===== config.mk =====
export PLATFORM = sky130hd
export DESIGN_NAME = uart_rx_cfg
export DESIGN_NICKNAME = d
export VERILOG_FILES = /design/src/rtl/uart_pkg.sv /design/src/rtl/uart_baud_tick.sv /design/src/rtl/uart_rx_cfg.sv
export SDC_FILE = /design/constraint.sdc
export NUM_CORES = 1
export LEC_CHECK = 0
export BUFFER_PORTS_ARGS = -buffer_cell sky130_fd_sc_hd__buf_2
export CAP_MARGIN = 0
export CELL_PAD_IN_SITES_DETAIL_PLACEMENT = 0
export CELL_PAD_IN_SITES_GLOBAL_PLACEMENT = 1
export CORE_UTILIZATION = 51
export CTS_BUF_LIST = sky130_fd_sc_hd__clkbuf_16
export DETAILED_ROUTE_END_ITERATION = 10
export PLACE_DENSITY = 0.84
export SLEW_MARGIN = 25
export SYNTH_ARGS = -nofsm -noshare
export SYNTH_HDL_FRONTEND = slang
export SYNTH_SLANG_ARGS = --single-unit

===== constraint.sdc =====
create_clock -name i_SysClock -period 3 [get_ports i_SysClock]
set_clock_uncertainty 0.15 [all_clocks]
set_input_delay 0.15 -clock i_SysClock [delete_from_list [all_inputs] [get_ports i_SysClock]]
set_output_delay 0.15 -clock i_SysClock [all_outputs]
set_load 0.02 [all_outputs]

===== src/rtl/uart_pkg.sv =====
// Shared UART definitions: parity modes, receiver state encoding, baud divider rounding.
// Latency: n/a (types, constants and an elaboration-time function only).
// Backpressure: n/a.
package uart_pkg;

    localparam int PAR_NONE = 0;
    localparam int PAR_EVEN = 1;
    localparam int PAR_ODD  = 2;

    typedef enum logic [2:0] {
        ST_IDLE       = 3'd0,
        ST_START      = 3'd1,
        ST_DATA       = 3'd2,
        ST_PARITY     = 3'd3,
        ST_STOP       = 3'd4,
        ST_BREAK_WAIT = 3'd5
    } rx_state_t;

    // Rounded clocks-per-oversample-tick. Scaled by 10 so the rounding stays in
    // integer arithmetic; 64-bit so fast system clocks do not overflow.
    function automatic int baud_div(input longint sys_clock,
                                    input longint baudrate,
                                    input longint oversample);
        longint div_x10;
        div_x10 = (sys_clock * 64'sd10) / (baudrate * oversample);
        return int'((div_x10 + 64'sd5) / 64'sd10);
    endfunction

endpackage


===== src/rtl/uart_baud_tick.sv =====
// Oversample tick generator: one-clock o_Tick every DIV clocks while enabled.
// Latency: first tick DIV clocks after i_Enable rises; counter held at 0 while disabled.
// Backpressure: none; free-running while enabled.
// Ports: i_SysClock/i_ResetN clock and async active-low reset, i_Enable run/clear,
//        o_Tick single-cycle strobe on counter wrap.
module uart_baud_tick
    import uart_pkg::*;
#(
    parameter int SYS_CLOCK     = 50000000,
    parameter int UART_BAUDRATE = 115200,
    parameter int OVERSAMPLE    = 16
) (
    input  logic i_SysClock,
    input  logic i_ResetN,
    input  logic i_Enable,
    output logic o_Tick
);

    localparam int DIV   = baud_div(longint'(SYS_CLOCK), longint'(UART_BAUDRATE),
                                    longint'(OVERSAMPLE));
    localparam int CNT_W = (DIV > 1) ? $clog2(DIV) : 1;
    localparam logic [CNT_W-1:0] CNT_LAST = CNT_W'(DIV - 1);

    logic [CNT_W-1:0] r_Count;
    logic             w_Wrap;

    assign w_Wrap = (r_Count == CNT_LAST);

    // Clearing while disabled lets the owner align the tick phase to an event
    // (the receiver uses the start-bit edge).
    always_ff @(posedge i_SysClock or negedge i_ResetN) begin
        if (!i_ResetN) begin
            r_Count <= '0;
        end else if (!i_Enable || w_Wrap) begin
            r_Count <= '0;
        end else begin
            r_Count <= r_Count + 1'b1;
        end
    end

    assign o_Tick = i_Enable && w_Wrap;

endmodule


===== src/rtl/uart_rx_cfg.sv =====
// Configurable UART receiver (5-9 data bits, none/even/odd parity, 1-2 stop bits), 3-sample majority.
// Latency: o_RxValid rises one clock after the majority sample of the last stop bit.
// Backpressure: one-word holding register; a frame completing while the word is unaccepted is dropped with o_Overrun.
// Ports: i_SysClock, i_ResetN (async active-low), i_RxSerial (async line, idle high),
//        o_RxData/o_RxValid/i_RxReady (word handshake), o_ParityErr/o_FrameErr (per held word),
//        o_Overrun/o_Break (single-cycle pulses), o_Busy (receiver not idle).
module uart_rx_cfg
    import uart_pkg::*;
#(
    parameter int SYS_CLOCK     = 50000000,
    parameter int UART_BAUDRATE = 115200,
    parameter int DATA_BITS     = 8,
    parameter int PARITY        = 0,
    parameter int STOP_BITS     = 1,
    parameter int OVERSAMPLE    = 16
) (
    input  logic                 i_SysClock,
    input  logic                 i_ResetN,
    input  logic                 i_RxSerial,
    output logic [DATA_BITS-1:0] o_RxData,
    output logic                 o_RxValid,
    input  logic                 i_RxReady,
    output logic                 o_ParityErr,
    output logic                 o_FrameErr,
    output logic                 o_Overrun,
    output logic                 o_Break,
    output logic                 o_Busy
);

    localparam int SCW  = $clog2(OVERSAMPLE);
    localparam int HALF = OVERSAMPLE / 2;
    localparam logic [SCW-1:0] CNT_S0   = SCW'(HALF - 1);
    localparam logic [SCW-1:0] CNT_S1   = SCW'(HALF);
    localparam logic [SCW-1:0] CNT_MAJ  = SCW'(HALF + 1);
    localparam logic [SCW-1:0] CNT_END  = SCW'(OVERSAMPLE - 1);
    localparam logic [3:0]     LAST_DAT = 4'(DATA_BITS - 1);
    localparam logic [3:0]     LAST_STP = 4'(STOP_BITS - 1);

    logic                 r_Sync1, r_Sync2, w_Rx;
    rx_state_t            r_State, w_NextState;
    logic                 w_TickEn, w_Tick, w_Busy;
    logic [SCW-1:0]       r_SampleCnt;
    logic                 r_S0, r_S1;
    logic                 w_Maj, w_MajPoint, w_BitEnd;
    logic [3:0]           r_BitCnt;
    logic [DATA_BITS-1:0] r_Shift;
    logic                 r_ParBit, r_StopErr;
    logic                 w_LastStop, w_FirstStopLow, w_IsBreak;
    logic                 w_Complete, w_BreakEntry, w_ParityErr, w_FrameErr;
    logic [DATA_BITS-1:0] r_RxData;
    logic                 r_RxValid, r_ParityErr, r_FrameErr, r_Overrun, r_Break;

    // Two-flop synchroniser, reset to the idle (high) line level.
    always_ff @(posedge i_SysClock or negedge i_ResetN) begin
        if (!i_ResetN) begin
            r_Sync1 <= 1'b1;
            r_Sync2 <= 1'b1;
        end else begin
            r_Sync1 <= i_RxSerial;
            r_Sync2 <= r_Sync1;
        end
    end
    assign w_Rx = r_Sync2;

    uart_baud_tick #(
        .SYS_CLOCK    (SYS_CLOCK),
        .UART_BAUDRATE(UART_BAUDRATE),
        .OVERSAMPLE   (OVERSAMPLE)
    ) u_tick (
        .i_SysClock(i_SysClock),
        .i_ResetN  (i_ResetN),
        .i_Enable  (w_TickEn),
        .o_Tick    (w_Tick)
    );

    // The third vote is the live sample at the majority point.
    assign w_MajPoint = w_Tick && (r_SampleCnt == CNT_MAJ);
    assign w_BitEnd   = w_Tick && (r_SampleCnt == CNT_END);
    assign w_Maj      = (r_S0 & r_S1) | (r_S0 & w_Rx) | (r_S1 & w_Rx);

    // Finishing at the last stop bit's majority point leaves half a bit of
    // slack for a back-to-back start edge.
    assign w_LastStop     = (r_State == ST_STOP) && w_MajPoint && (r_BitCnt == LAST_STP);
    // With two stop bits the first one has already been folded into r_StopErr.
    assign w_FirstStopLow = (STOP_BITS == 1) ? !w_Maj : r_StopErr;
    assign w_IsBreak      = (r_Shift == '0) && ((PARITY == PAR_NONE) || !r_ParBit) && w_FirstStopLow;
    assign w_Complete     = w_LastStop && !w_IsBreak;
    assign w_BreakEntry   = w_LastStop && w_IsBreak;
    assign w_ParityErr    = (PARITY != PAR_NONE) &&
                            (r_ParBit != ((^r_Shift) ^ (PARITY == PAR_ODD)));
    assign w_FrameErr     = r_StopErr | !w_Maj;

    // FSM: state register
    always_ff @(posedge i_SysClock or negedge i_ResetN) begin
        if (!i_ResetN) begin
            r_State <= ST_IDLE;
        end else begin
            r_State <= w_NextState;
        end
    end

    // FSM: next state
    always_comb begin
        w_NextState = r_State;
        unique case (r_State)
            ST_IDLE: begin
                if (!w_Rx) w_NextState = ST_START;
            end
            ST_START: begin
                if (w_MajPoint && w_Maj) w_NextState = ST_IDLE;   // false start
                else if (w_BitEnd)       w_NextState = ST_DATA;
            end
            ST_DATA: begin
                if (w_BitEnd && (r_BitCnt == LAST_DAT))
                    w_NextState = (PARITY != PAR_NONE) ? ST_PARITY : ST_STOP;
            end
            ST_PARITY: begin
                if (w_BitEnd) w_NextState = ST_STOP;
            end
            ST_STOP: begin
                if (w_LastStop) w_NextState = w_IsBreak ? ST_BREAK_WAIT : ST_IDLE;
            end
            ST_BREAK_WAIT: begin
                if (w_Rx) w_NextState = ST_IDLE;
            end
            default: w_NextState = ST_IDLE;
        endcase
    end

    // FSM: outputs
    always_comb begin
        w_Busy   = (r_State != ST_IDLE);
        w_TickEn = w_Busy;
    end

    // Oversample position within the current bit and the two stored votes.
    always_ff @(posedge i_SysClock or negedge i_ResetN) begin
        if (!i_ResetN) begin
            r_SampleCnt <= '0;
            r_S0        <= 1'b1;
            r_S1        <= 1'b1;
        end else begin
            if (r_State == ST_IDLE)
                r_SampleCnt <= '0;
            else if (w_Tick)
                r_SampleCnt <= (r_SampleCnt == CNT_END) ? '0 : r_SampleCnt + 1'b1;
            if (w_Tick && (r_SampleCnt == CNT_S0)) r_S0 <= w_Rx;
            if (w_Tick && (r_SampleCnt == CNT_S1)) r_S1 <= w_Rx;
        end
    end

    // Bit index within DATA / STOP; restarts on every state change.
    always_ff @(posedge i_SysClock or negedge i_ResetN) begin
        if (!i_ResetN) begin
            r_BitCnt <= '0;
        end else if (r_State != w_NextState) begin
            r_BitCnt <= '0;
        end else if (w_BitEnd) begin
            r_BitCnt <= r_BitCnt + 1'b1;
        end
    end

    // Frame contents: LSB-first shift, parity bit, sticky stop-bit error.
    always_ff @(posedge i_SysClock or negedge i_ResetN) begin
        if (!i_ResetN) begin
            r_Shift   <= '0;
            r_ParBit  <= 1'b0;
            r_StopErr <= 1'b0;
        end else begin
            if (r_State == ST_IDLE)
                r_StopErr <= 1'b0;
            if ((r_State == ST_DATA) && w_MajPoint)
                r_Shift <= {w_Maj, r_Shift[DATA_BITS-1:1]};
            if ((r_State == ST_PARITY) && w_MajPoint)
                r_ParBit <= w_Maj;
            if ((r_State == ST_STOP) && w_MajPoint && !w_Maj)
                r_StopErr <= 1'b1;
        end
    end

    // Holding register. A same-cycle accept frees the slot for the new word.
    always_ff @(posedge i_SysClock or negedge i_ResetN) begin
        if (!i_ResetN) begin
            r_RxData    <= '0;
            r_RxValid   <= 1'b0;
            r_ParityErr <= 1'b0;
            r_FrameErr  <= 1'b0;
            r_Overrun   <= 1'b0;
            r_Break     <= 1'b0;
        end else begin
            r_Overrun <= w_Complete && r_RxValid && !i_RxReady;
            r_Break   <= w_BreakEntry;
            if (w_Complete && (!r_RxValid || i_RxReady)) begin
                r_RxData    <= r_Shift;
                r_ParityErr <= w_ParityErr;
                r_FrameErr  <= w_FrameErr;
                r_RxValid   <= 1'b1;
            end else if (r_RxValid && i_RxReady) begin
                r_RxValid <= 1'b0;
            end
        end
    end

    assign o_RxData    = r_RxData;
    assign o_RxValid   = r_RxValid;
    assign o_ParityErr = r_ParityErr;
    assign o_FrameErr  = r_FrameErr;
    assign o_Overrun   = r_Overrun;
    assign o_Break     = r_Break;
    assign o_Busy      = w_Busy;

endmodule


==> qor.yml, run 1 <==
global_routing:
  antenna_found_initial: 0
  grt_use_total: 0.208
  grt_max_degree: 42
  overflow: 0
  grt_pass1_vias: 1430
  grt_pass1_wl_um: 6530
min_path:
  hold_path_end: "o_Overrun$_DFF_PN0_"
  hold_path.class: "in -> reg"
  hold_start: "i_RxReady"
  whs_path_depth: 3
sta:
  slew_violations: 0
  worst_pin_slew_ps: 898
  fmax_mhz: 448
  setup_ws_ps: 766
  relSlewSlack: 0.401
  min_period_ps: 2230
  setup_tns_ps: 0
  rsz0062_at_grt: "false"
  final_hold_viol_count: 0
  period_share: 0.745
  final-setup-viol-count: 0
synthesis:
  syn-num-nets: 184
  async_flop_share: 1.00
  synth_flop_cell: "dfrtp_1"
  ys_ff_latch: 41
  synth-edff-count: 0
  avgSynthCellArea_um2: 11.6
  yosysMostFrequentCell: "dfrtp_1"
  synth_seq_area_share: 0.512
  synthCells: 173
  yosys_warnings: 0
  yosysTopAreaCellShare: 0.460
  synth_top_cell_by_area: "dfrtp_1"
  ys_top_cells_by_count: "37 x dfrtp_1, 15 x nor2_1, 9 x inv_1, 9 x mux2_4, 8 x mux2_2"
  ys_types: 50
  synth_area_leaders: "dfrtp_1 46%, mux2_4 6.7%, dfstp_2 5.2%"
  syn-cell-area_mm2: 0.00201
power_and_ir_drop:
  ir_worst_vdd_v: 0.000362
  p_total_w: 0.00117
  p_per_area_mw_per_mm2: 505
  p_leak_nw: 1.12
placement:
  routabilityCongestion: 0.823
  post-dp-hpwl_um: 2660
  preCtsSetupSlack_ps: 764
  portBuffers: 16
  detailed_place.area_mm2: 0.00214
setup_path:
  reg2regPathDepth: 6
  r2r-start: "u_tick.r_Count[0]$_DFF_PN0_"
  r2r-end: "r_BitCnt[0]$_DFFE_PN0P_"
  crit_type: "reg -> reg"
  crit_chain: "inv_1, ha_1, and4b_1, nand2_1, o31ai_1, a211oi_1"
  regToRegSetupSlack_ps: 770
  worstPathMaxFanout: 11
  cp.arrival_ps: 2210
  slowest_delay_ps: 570
  required_ps: 2980
  critical_path.endpoint_type: "flop"
  cp_slowest_cell: "o31ai_1"
  cp-start-kind: "flop"
layout:
  drive_gt1_frac: 0.262
  diodes: 0
  design_area_mm2: 0.00232
  final_nets: 205
  area_growth_pct: 15.4
floorplan:
  rows: 22
  io_pins: 18
  chipHeight_um: 64.8
  die-width_um: 64.8
  core_region_area_mm2: 0.00372
  dieArea_mm2: 0.00420
  start_util: 0.542
clock_tree:
  cts.path.max_buffers: 2
  clock-sinks: 41
  cts-root-buf: "clkbuf_16"
  clk_latency_ps: 280
  h-tree-depth: 2
  cts_tree: "done"
  postCtsSetupBuffers: 0
  clk_pin_slew_worst_paths_ps: 60
  numCtsBuffers: 5
drt:
  wl_per_cell_um: 15.5
  ant_nets: 0
  drtIter0Drc: 85
  first_pass_iters: 4
  route.detailed.drc: 0
  viasPerCell: 5.60
  num_vias: 1360
  drt_wl_total_um: 3760
job:
  max_cap_viol_count: 0
run_status:
  status: "completed"
==> stage by stage <==
step           std cells  hold slack, ps  utilization
6_report             243            20.4        0.625
5_1_grt              243            49.2        0.625
4_1_cts              243            33.5        0.625
3_5_place_dp         233             112        0.575
3_3_place_gp         233             106        0.575
2_1_floorplan        173            -296            -
==> timing repair <==
action / CTS / global route
endpoints found under the setup margin: 0 / 0
hold endpoints to repair: 38 / 0
hold buffers: 2 / 0
gates resized for setup: 0 / 0
==> area by class of cell <==
cell class / count / area, µm²
multi-input combinational: 116 / 913
inverter: 10 / 37.5
timing repair buffer: 20 / 115
clock buffer: 5 / 125
tap: 48 / 60.1
clock inverter: 3 / 41.3
fill: 327 / 1390
sequential: 41 / 1030
==> cell families after synthesis <==
logic type,share of synthesized area
flip-flops,0.512
multiplexers,0.128
adder cells (fa/ha/maj),0.0485
buffers and inverters,0.0367
AO/OA/AOI/OAI,0.0733
AND/OR/NAND/NOR,0.169
other,0.00186
XOR/XNOR,0.0305
==> flip-flops by register name, summed over array words and instances (netlist names) <==
signal	count
o_Overrun	1
o_RxValid	1
r_StopErr	1
r_SampleCnt	4
o_RxData	8
r_Shift	8
r_Sync2	1
r_Sync1	1
r_S1	1
o_Break	1
r_State	3
u_tick.r_Count	5
r_S0	1
r_BitCnt	4
o_FrameErr	1
==> placed cells by master (no fill, tap or decap), types with 3 or more instances in the layout <==
| master | n |
|---|---|
| mux2_2 | 8 |
| a211oi_1 | 4 |
| nor4_1 | 3 |
| nand3_1 | 7 |
| nor2_1 | 15 |
| xnor2_1 | 5 |
| nand2_1 | 7 |
| clkbuf_16 | 5 |
| inv_1 | 9 |
| dfstp_2 | 4 |
| buf_2 | 16 |
| nor3_1 | 3 |
| a21oi_1 | 6 |
| dfrtp_1 | 37 |
| nand2b_1 | 3 |
| mux2_4 | 9 |
| ha_1 | 7 |
==> critical path: cells and delay by family (launching register included) <==
kind | cells | cell delay (ps)
adders and majority gates | 1 | 150
DFF | 1 | 400
buffers and inverters | 1 | 70
AOI/OAI and AO/OA | 2 | 750
and+or+nand+nor | 2 | 560
==> how the worst max path moves through the flow <==
stage | start | to | slack [ps] | cells after the start
after floorplan | r_SampleCnt[1]$_DFFE_PN0P_ | o_FrameErr$_DFFE_PN0P_ | 1030 | 7
after global placement | u_tick.r_Count[0]$_DFF_PN0_ | r_BitCnt[2]$_DFFE_PN0P_ | 820 | 6
after detailed placement | u_tick.r_Count[0]$_DFF_PN0_ | r_BitCnt[0]$_DFFE_PN0P_ | 760 | 6
after CTS | u_tick.r_Count[0]$_DFF_PN0_ | r_BitCnt[0]$_DFFE_PN0P_ | 760 | 6
after global routing | u_tick.r_Count[0]$_DFF_PN0_ | r_BitCnt[2]$_DFFE_PN0P_ | 610 | 6
final | u_tick.r_Count[0]$_DFF_PN0_ | r_BitCnt[0]$_DFFE_PN0P_ | 770 | 6
==> layer usage <==
| metal | wire length, µm | part of all wire | vias up | global-route usage |
|---|---|---|---|---|
| li1 | - | - | 657 | - |
| met3 | 119 | 0.032 | 5 | 0.0546 |
| met5 | 0 | 0 | - | 0 |
| met4 | 58 | 0.015 | 0 | 0.0806 |
| met2 | 1790 | 0.48 | 24 | 0.323 |
| met1 | 1800 | 0.48 | 674 | 0.276 |
==> power breakdown <==
part	internal [W]	total, W	switching (W)
Combinational	0.00000374	0.0000161	0.0000124
Clock	0.000389	0.000601	0.000212
Sequential	0.000556	0.000557	0.00000117
Total	0.000949	0.00117	0.000226
(Power assumes the default switching activity.)
==> run 2, diff against run 1 <==
--- a/config.mk
+++ b/config.mk
@@ -5,14 +5,15 @@
 export SDC_FILE = /design/constraint.sdc
 export NUM_CORES = 1
 export LEC_CHECK = 0
+export ABC_AREA = 1
 export BUFFER_PORTS_ARGS = -buffer_cell sky130_fd_sc_hd__buf_2
 export CAP_MARGIN = 0
 export CELL_PAD_IN_SITES_DETAIL_PLACEMENT = 0
 export CELL_PAD_IN_SITES_GLOBAL_PLACEMENT = 1
-export CORE_UTILIZATION = 51
+export CORE_UTILIZATION = 40
 export CTS_BUF_LIST = sky130_fd_sc_hd__clkbuf_16
 export DETAILED_ROUTE_END_ITERATION = 10
-export PLACE_DENSITY = 0.84
+export PLACE_DENSITY = 0.74
 export SLEW_MARGIN = 25
 export SYNTH_ARGS = -nofsm -noshare
 export SYNTH_HDL_FRONTEND = slang
==> constraint.sdc (replaced) <==
create_clock -name i_SysClock -period 1.92 [get_ports i_SysClock]
set_clock_uncertainty 0.15 [all_clocks]
set_input_delay 0.096 -clock i_SysClock [delete_from_list [all_inputs] [get_ports i_SysClock]]
set_output_delay 0.096 -clock i_SysClock [all_outputs]
set_load 0.02 [all_outputs]
==> run 2 against run 1 <==
Combinational power grew to 3.3 times the previous value; area after synthesis hardly changed; clock power is 56% higher; die area is 27% higher; count of clock-buffer cells in the layout stayed put; final area is 6.8% higher; worst setup slack worse by 710 ps; synthesized cell count is 26% higher; critical path type unchanged; largest power group unchanged; highest routed layer unchanged.
==> qor.yml, run 2 <==
setup_path:
  required_ps: 1940
  crit_type: "reg -> reg"
  reg2regPathDepth: 11
  r2r-start: "u_tick.r_Count[0]$_DFF_PN0_"
  cp.arrival_ps: 1880
  crit_start: "u_tick.r_Count[0]$_DFF_PN0_"
  cp-start-kind: "flop"
  worstPathMaxFanout: 4
  critical_path.endpoint_type: "flop"
clock_tree:
  cts-root-buf: "clkbuf_16"
  clk_pin_slew_worst_paths_ps: 60
  cts.path.max_buffers: 2
  h-tree-depth: 2
  clock-sinks: 41
  numCtsBuffers: 5
  clk_latency_ps: 280
  cts_tree: "done"
floorplan:
  die-width_um: 72.9
  start_util: 0.420
  core_region_area_mm2: 0.00479
  io_pins: 18
  rows: 25
  dieArea_mm2: 0.00532
  chipHeight_um: 72.9
global_routing:
  grt_pass1_wl_um: 6330
  grt_use_total: 0.160
  grt_max_degree: 18
  antenna_found_initial: 0
  overflow: 0
  grt_pass1_vias: 1426
run_status:
  status: "completed"
synthesis:
  yosysTopAreaCellShare: 0.460
  syn-cell-area_mm2: 0.00201
  synth_top_cell_by_area: "dfrtp_1"
  ys_top_cells_by_count: "43 x nand2_1, 37 x dfrtp_1, 25 x inv_1"
  ys_ff_latch: 41
  ys_types: 32
  synth_seq_area_share: 0.512
  synth_flop_cell: "dfrtp_1"
  yosys_warnings: 0
  syn-num-nets: 229
  synth_area_leaders: "dfrtp_1 46%, nand2_1 8.0%, dfstp_2 5.2%"
  yosysMostFrequentCell: "nand2_1"
  synth-edff-count: 0
  avgSynthCellArea_um2: 9.23
  async_flop_share: 1.00
  synthCells: 218
sta:
  final-setup-viol-count: 0
  relSlewSlack: 0.662
  worst_pin_slew_ps: 507
  rsz0062_at_grt: "true"
  min_period_ps: 1860
  period_share: 0.970
  final_hold_viol_count: 0
  whs_ps: 129
  fmax_mhz: 537
  slew_violations: 0
placement:
  routabilityCongestion: 0.756
  detailed_place.area_mm2: 0.00219
  portBuffers: 16
  post-dp-hpwl_um: 2650
drt:
  wl_per_cell_um: 11.3
  ant_nets: 0
  route.detailed.drc: 0
  drtIter0Drc: 93
  num_vias: 1494
  first_pass_iters: 4
  drt_wl_total_um: 3630
  viasPerCell: 4.65
layout:
  area_growth_pct: 23.3
  most-common-layout-cells: "41 x nand2_1, 36 x dfrtp_1, 24 x inv_1"
  regArea_mm2: 0.00103
  fillCellCount: 463
  design_area_mm2: 0.00248
  finish.utilization: 0.518
  final_nets: 264
  multi_input_area_um2: 866
  diodes: 0
  layout_commonest_cell: "nand2_1"
  drive_gt1_frac: 0.291
job:
  max_cap_viol_count: 0
min_path:
  hold_path.class: "in -> async"
power_and_ir_drop:
  ir_worst_vdd_v: 0.000479
  p_leak_nw: 1.22
  p_per_area_mw_per_mm2: 755
[run 2: cell count changes after synthesis, sizes merged, moves of 5 or more]
cell	delta
nand2	+37
o21ai	+23
inv	+22
mux2	-19
nand3	+10
nor2	+10
xnor2	-5
[run 2: worst max-delay path: stages (launching register included)]
cell and delay (ps):
dfrtp_1 370, inv_1 50, ha_1 150, nand2_2 70, nor2_4 160, nand3_4 100
nor2_4 160, nand3b_1 180, nand3_2 130, nand2_1 60, nand3_2 120, nor2_1 50
[run 2: final cells by class]
cell class,instances,share of cell area
inverters,32,0.0504
repair buffers,32,0.0837
multi-input cells,141,0.349
flip-flops and latches,41,0.416
clock inverters,3,0.0166
well taps,67,0.0338
clock buffers,5,0.0504
[run 2: kinds of logic (layout without fill, tap and decap cells)]
logic type                 Yosys count  after routing  synth area share
adders and majority gates            7              7            0.0435
DFF                                 41             41             0.512
other                                1              1           0.00186
and+or+nand+nor                     95             95             0.241
xor gates and xnor gates             4              4            0.0174
buffers and inverters               36             72            0.0771
AOI/OAI and AO/OA                   34             34             0.106
[run 2: power by group]
| group | switching, W | internal (W) |
|---|---|---|
| logic | 0.0000358 | 0.0000181 |
| registers | 0.00000411 | 0.000875 |
| clock network | 0.000332 | 0.000608 |
| total | 0.000372 | 0.00150 |
[run 2: per-layer routing]
layer / track usage / routed length (µm) / vias to the layer above
li1: - / - / 773
met2: 0.265 / 1780 / 21
met5: 0 / 0 / -
met4: 0.0784 / 43 / 0
met3: 0.0290 / 78 / 4
met1: 0.201 / 1720 / 696
[run 2: through the flow]
| step | setup TNS (ps) | total power (W) | std cells | setup WS, ps |
|---|---|---|---|---|
| floorplan | 0 | 0.000915 | 218 | 146 |
| global placement | 0 | 0.000944 | 303 | 77.1 |
| detailed placement | 0 | 0.000945 | 303 | 65.1 |
| CTS | 0 | 0.00190 | 314 | 46.0 |
| global route | -260 | 0.00195 | 321 | -35.6 |
| finish | 0 | 0.00187 | 321 | 57.2 |
[run 2: worst paths after layout]
path,to,slack [ps]
setup / recovery,r_BitCnt[1]$_DFFE_PN0P_,60
hold / removal,o_RxData[3]$_DFFE_PN0P_,130
setup reg to reg,r_BitCnt[1]$_DFFE_PN0P_,60
hold reg to reg,r_Sync2$_DFF_PN1_,210
max in group asynchronous,r_Sync1$_DFF_PN1_,910
min in group i_SysClock,r_Sync2$_DFF_PN1_,210
[run 2: what timing repair did]
action | CTS | global route
hold endpoints to repair | 40 | 0
setup buffers | 0 | 7
setup endpoints to repair | 0 | 20
hold buffers | 3 | 0
resized for setup | 0 | 17
==> run 3, diff against run 2 <==
==> constraint.sdc (replaced) <==
create_clock -name i_SysClock -period 1.5 [get_ports i_SysClock]
set_clock_uncertainty 0.15 [all_clocks]
set_input_delay 0.075 -clock i_SysClock [delete_from_list [all_inputs] [get_ports i_SysClock]]
set_output_delay 0.075 -clock i_SysClock [all_outputs]
set_load 0.02 [all_outputs]
==> run 3 against run 2 <==
The run now ends with negative setup slack left; combinational power up 35%; sequential power increased by 27%; sequential cell count is the same; critical path depth shrank 1; sequential share of layout area decreased by 6.5 points; routed wire length rose by 19%.
==> qor.yml, run 3 (same netlist as run 2, synthesis figures left out) <==
placement:
  dp.cells: 349
  portBuffers: 16
  post-dp-hpwl_um: 2930
  preCtsSetupSlack_ps: -311
  routabilityCongestion: 0.849
drt:
  viasPerCell: 4.61
  num_vias: 1705
  first_pass_iters: 4
  drt_wl_total_um: 4320
  drtIter0Drc: 70
  ant_nets: 0
  wl_per_cell_um: 11.7
  route.detailed.drc: 0
sta:
  final_hold_viol_count: 0
  setup_ws_ps: -393
  min_period_ps: 1890
  final-setup-viol-count: 33
  whs_ps: 137
  rsz0062_at_grt: "true"
  fmax_mhz: 528
  slew_violations: 0
  period_share: 1.26
run_status:
  status: "finished, violations left"
  violations: "negative setup slack"
power_and_ir_drop:
  ir_worst_vdd_v: 0.000505
  p_per_area_mw_per_mm2: 826
  p_total_w: 0.00243
  p_leak_nw: 1.47
floorplan:
  dieArea_mm2: 0.00532
  core_region_area_mm2: 0.00479
  start_util: 0.420
  chipHeight_um: 72.9
  io_pins: 18
  die-width_um: 72.9
  rows: 25
setup_path:
  cp.arrival_ps: 1910
  reg2regPathDepth: 10
  worstPathMaxFanout: 8
  critical_path.endpoint_type: "flop"
  r2r-end: "r_Shift[4]$_DFFE_PN0P_"
  crit_type: "reg -> reg"
  r2r-start: "u_tick.r_Count[0]$_DFF_PN0_"
  cp-start-kind: "flop"
  regToRegSetupSlack_ps: -390
  required_ps: 1520
global_routing:
  overflow: 0
  grt_use_total: 0.175
  antenna_found_initial: 0
  grt_pass1_vias: 1661
  grt_max_degree: 42
  grt_pass1_wl_um: 6990
layout:
  finish.utilization: 0.613
  multi_input_area_um2: 927
  area_growth_pct: 45.9
  regArea_mm2: 0.00103
  drive_gt1_frac: 0.462
  final_cells: 370
  layout_commonest_cell: "buf_4"
  fillCellCount: 430
  most-common-layout-cells: "58 x buf_4, 37 x dfrtp_1, 35 x nand2_1"
  final_nets: 313
  diodes: 0
clock_tree:
  cts.path.max_buffers: 2
  cts-root-buf: "clkbuf_16"
  clk_latency_ps: 290
  clock-sinks: 41
  numCtsBuffers: 5
  clk_pin_slew_worst_paths_ps: 60
  cts_tree: "done"
  h-tree-depth: 2
min_path:
  hold_path.class: "in -> async"
job:
  max_cap_viol_count: 0
## run 3: changes by cell type in the layout (fill, tap and decap cells not counted), moves of 3 or more
cell	delta
o21ai_2	+4
nand2_2	+6
buf_4	+45
buf_6	+3
nand2_1	-6
## run 3: worst max path at each step
stage               slack, ps                 endpoint                        start  depth (start not counted)
floorplan                -270  o_RxData[7]$_DFFE_PN0P_  u_tick.r_Count[0]$_DFF_PN0_                         12
global placement         -260  o_RxData[6]$_DFFE_PN0P_   r_SampleCnt[1]$_DFFE_PN0P_                         11
detailed placement       -310  r_BitCnt[3]$_DFFE_PN0P_  u_tick.r_Count[0]$_DFF_PN0_                         12
CTS                      -320  r_BitCnt[1]$_DFFE_PN0P_  u_tick.r_Count[0]$_DFF_PN0_                         12
global route             -530  r_BitCnt[3]$_DFFE_PN0P_  u_tick.r_Count[0]$_DFF_PN0_                         12
finish                   -390   r_Shift[4]$_DFFE_PN0P_  u_tick.r_Count[0]$_DFF_PN0_                         10
## run 3: cell type report
cell class                      instances  share of cell area
Multi-Input combinational cell        142               0.316
Clock buffer                            5              0.0426
Sequential cell                        41               0.351
Tap cell                               67              0.0286
Inverter                               32              0.0435
Timing Repair Buffer                   80               0.202
Clock inverter                          3              0.0158
## run 3: timing repair
action                                  4_1_cts  5_1_grt
hold endpoints to repair                     44        0
gates resized for setup                      14       26
setup buffers                                 5        7
pin swaps                                     1       14
endpoints found under the setup margin       34       39
cloned                                        0        1
hold buffers                                  3        0
## run 3: critical path, cell delays in order, from the launching register on
cell	delay, ps
dfrtp_1	370
inv_1	60
ha_2	160
nand2_2	60
nor2_4	150
nand3_4	100
buf_4	140
buf_4	130
or2_4	300
nor2_2	100
a21oi_1	50
## run 3: power by group
part / leakage [nW] / internal (W) / switching (W)
registers: 0.520 / 0.00112 / 0.00000505
clock network: 0.0800 / 0.000787 / 0.000441
logic: 0.872 / 0.0000268 / 0.0000457
## run 3: per-stage QoR
stage,setup TNS (ps),cell area [µm²]
final,-8740,2940
after global routing,-13740,2940
after CTS,-6590,2820
after detailed placement,-5620,2560
after global placement,-4680,2560
after floorplan,-4450,2010
## run 3: routing by layer
layer  share of wire  GRT usage  routed length, µm
met5               0          0                  0
met4           0.011     0.0654                 47
met3           0.028     0.0414                119
met2            0.51      0.306               2190
met1            0.45      0.207               1960
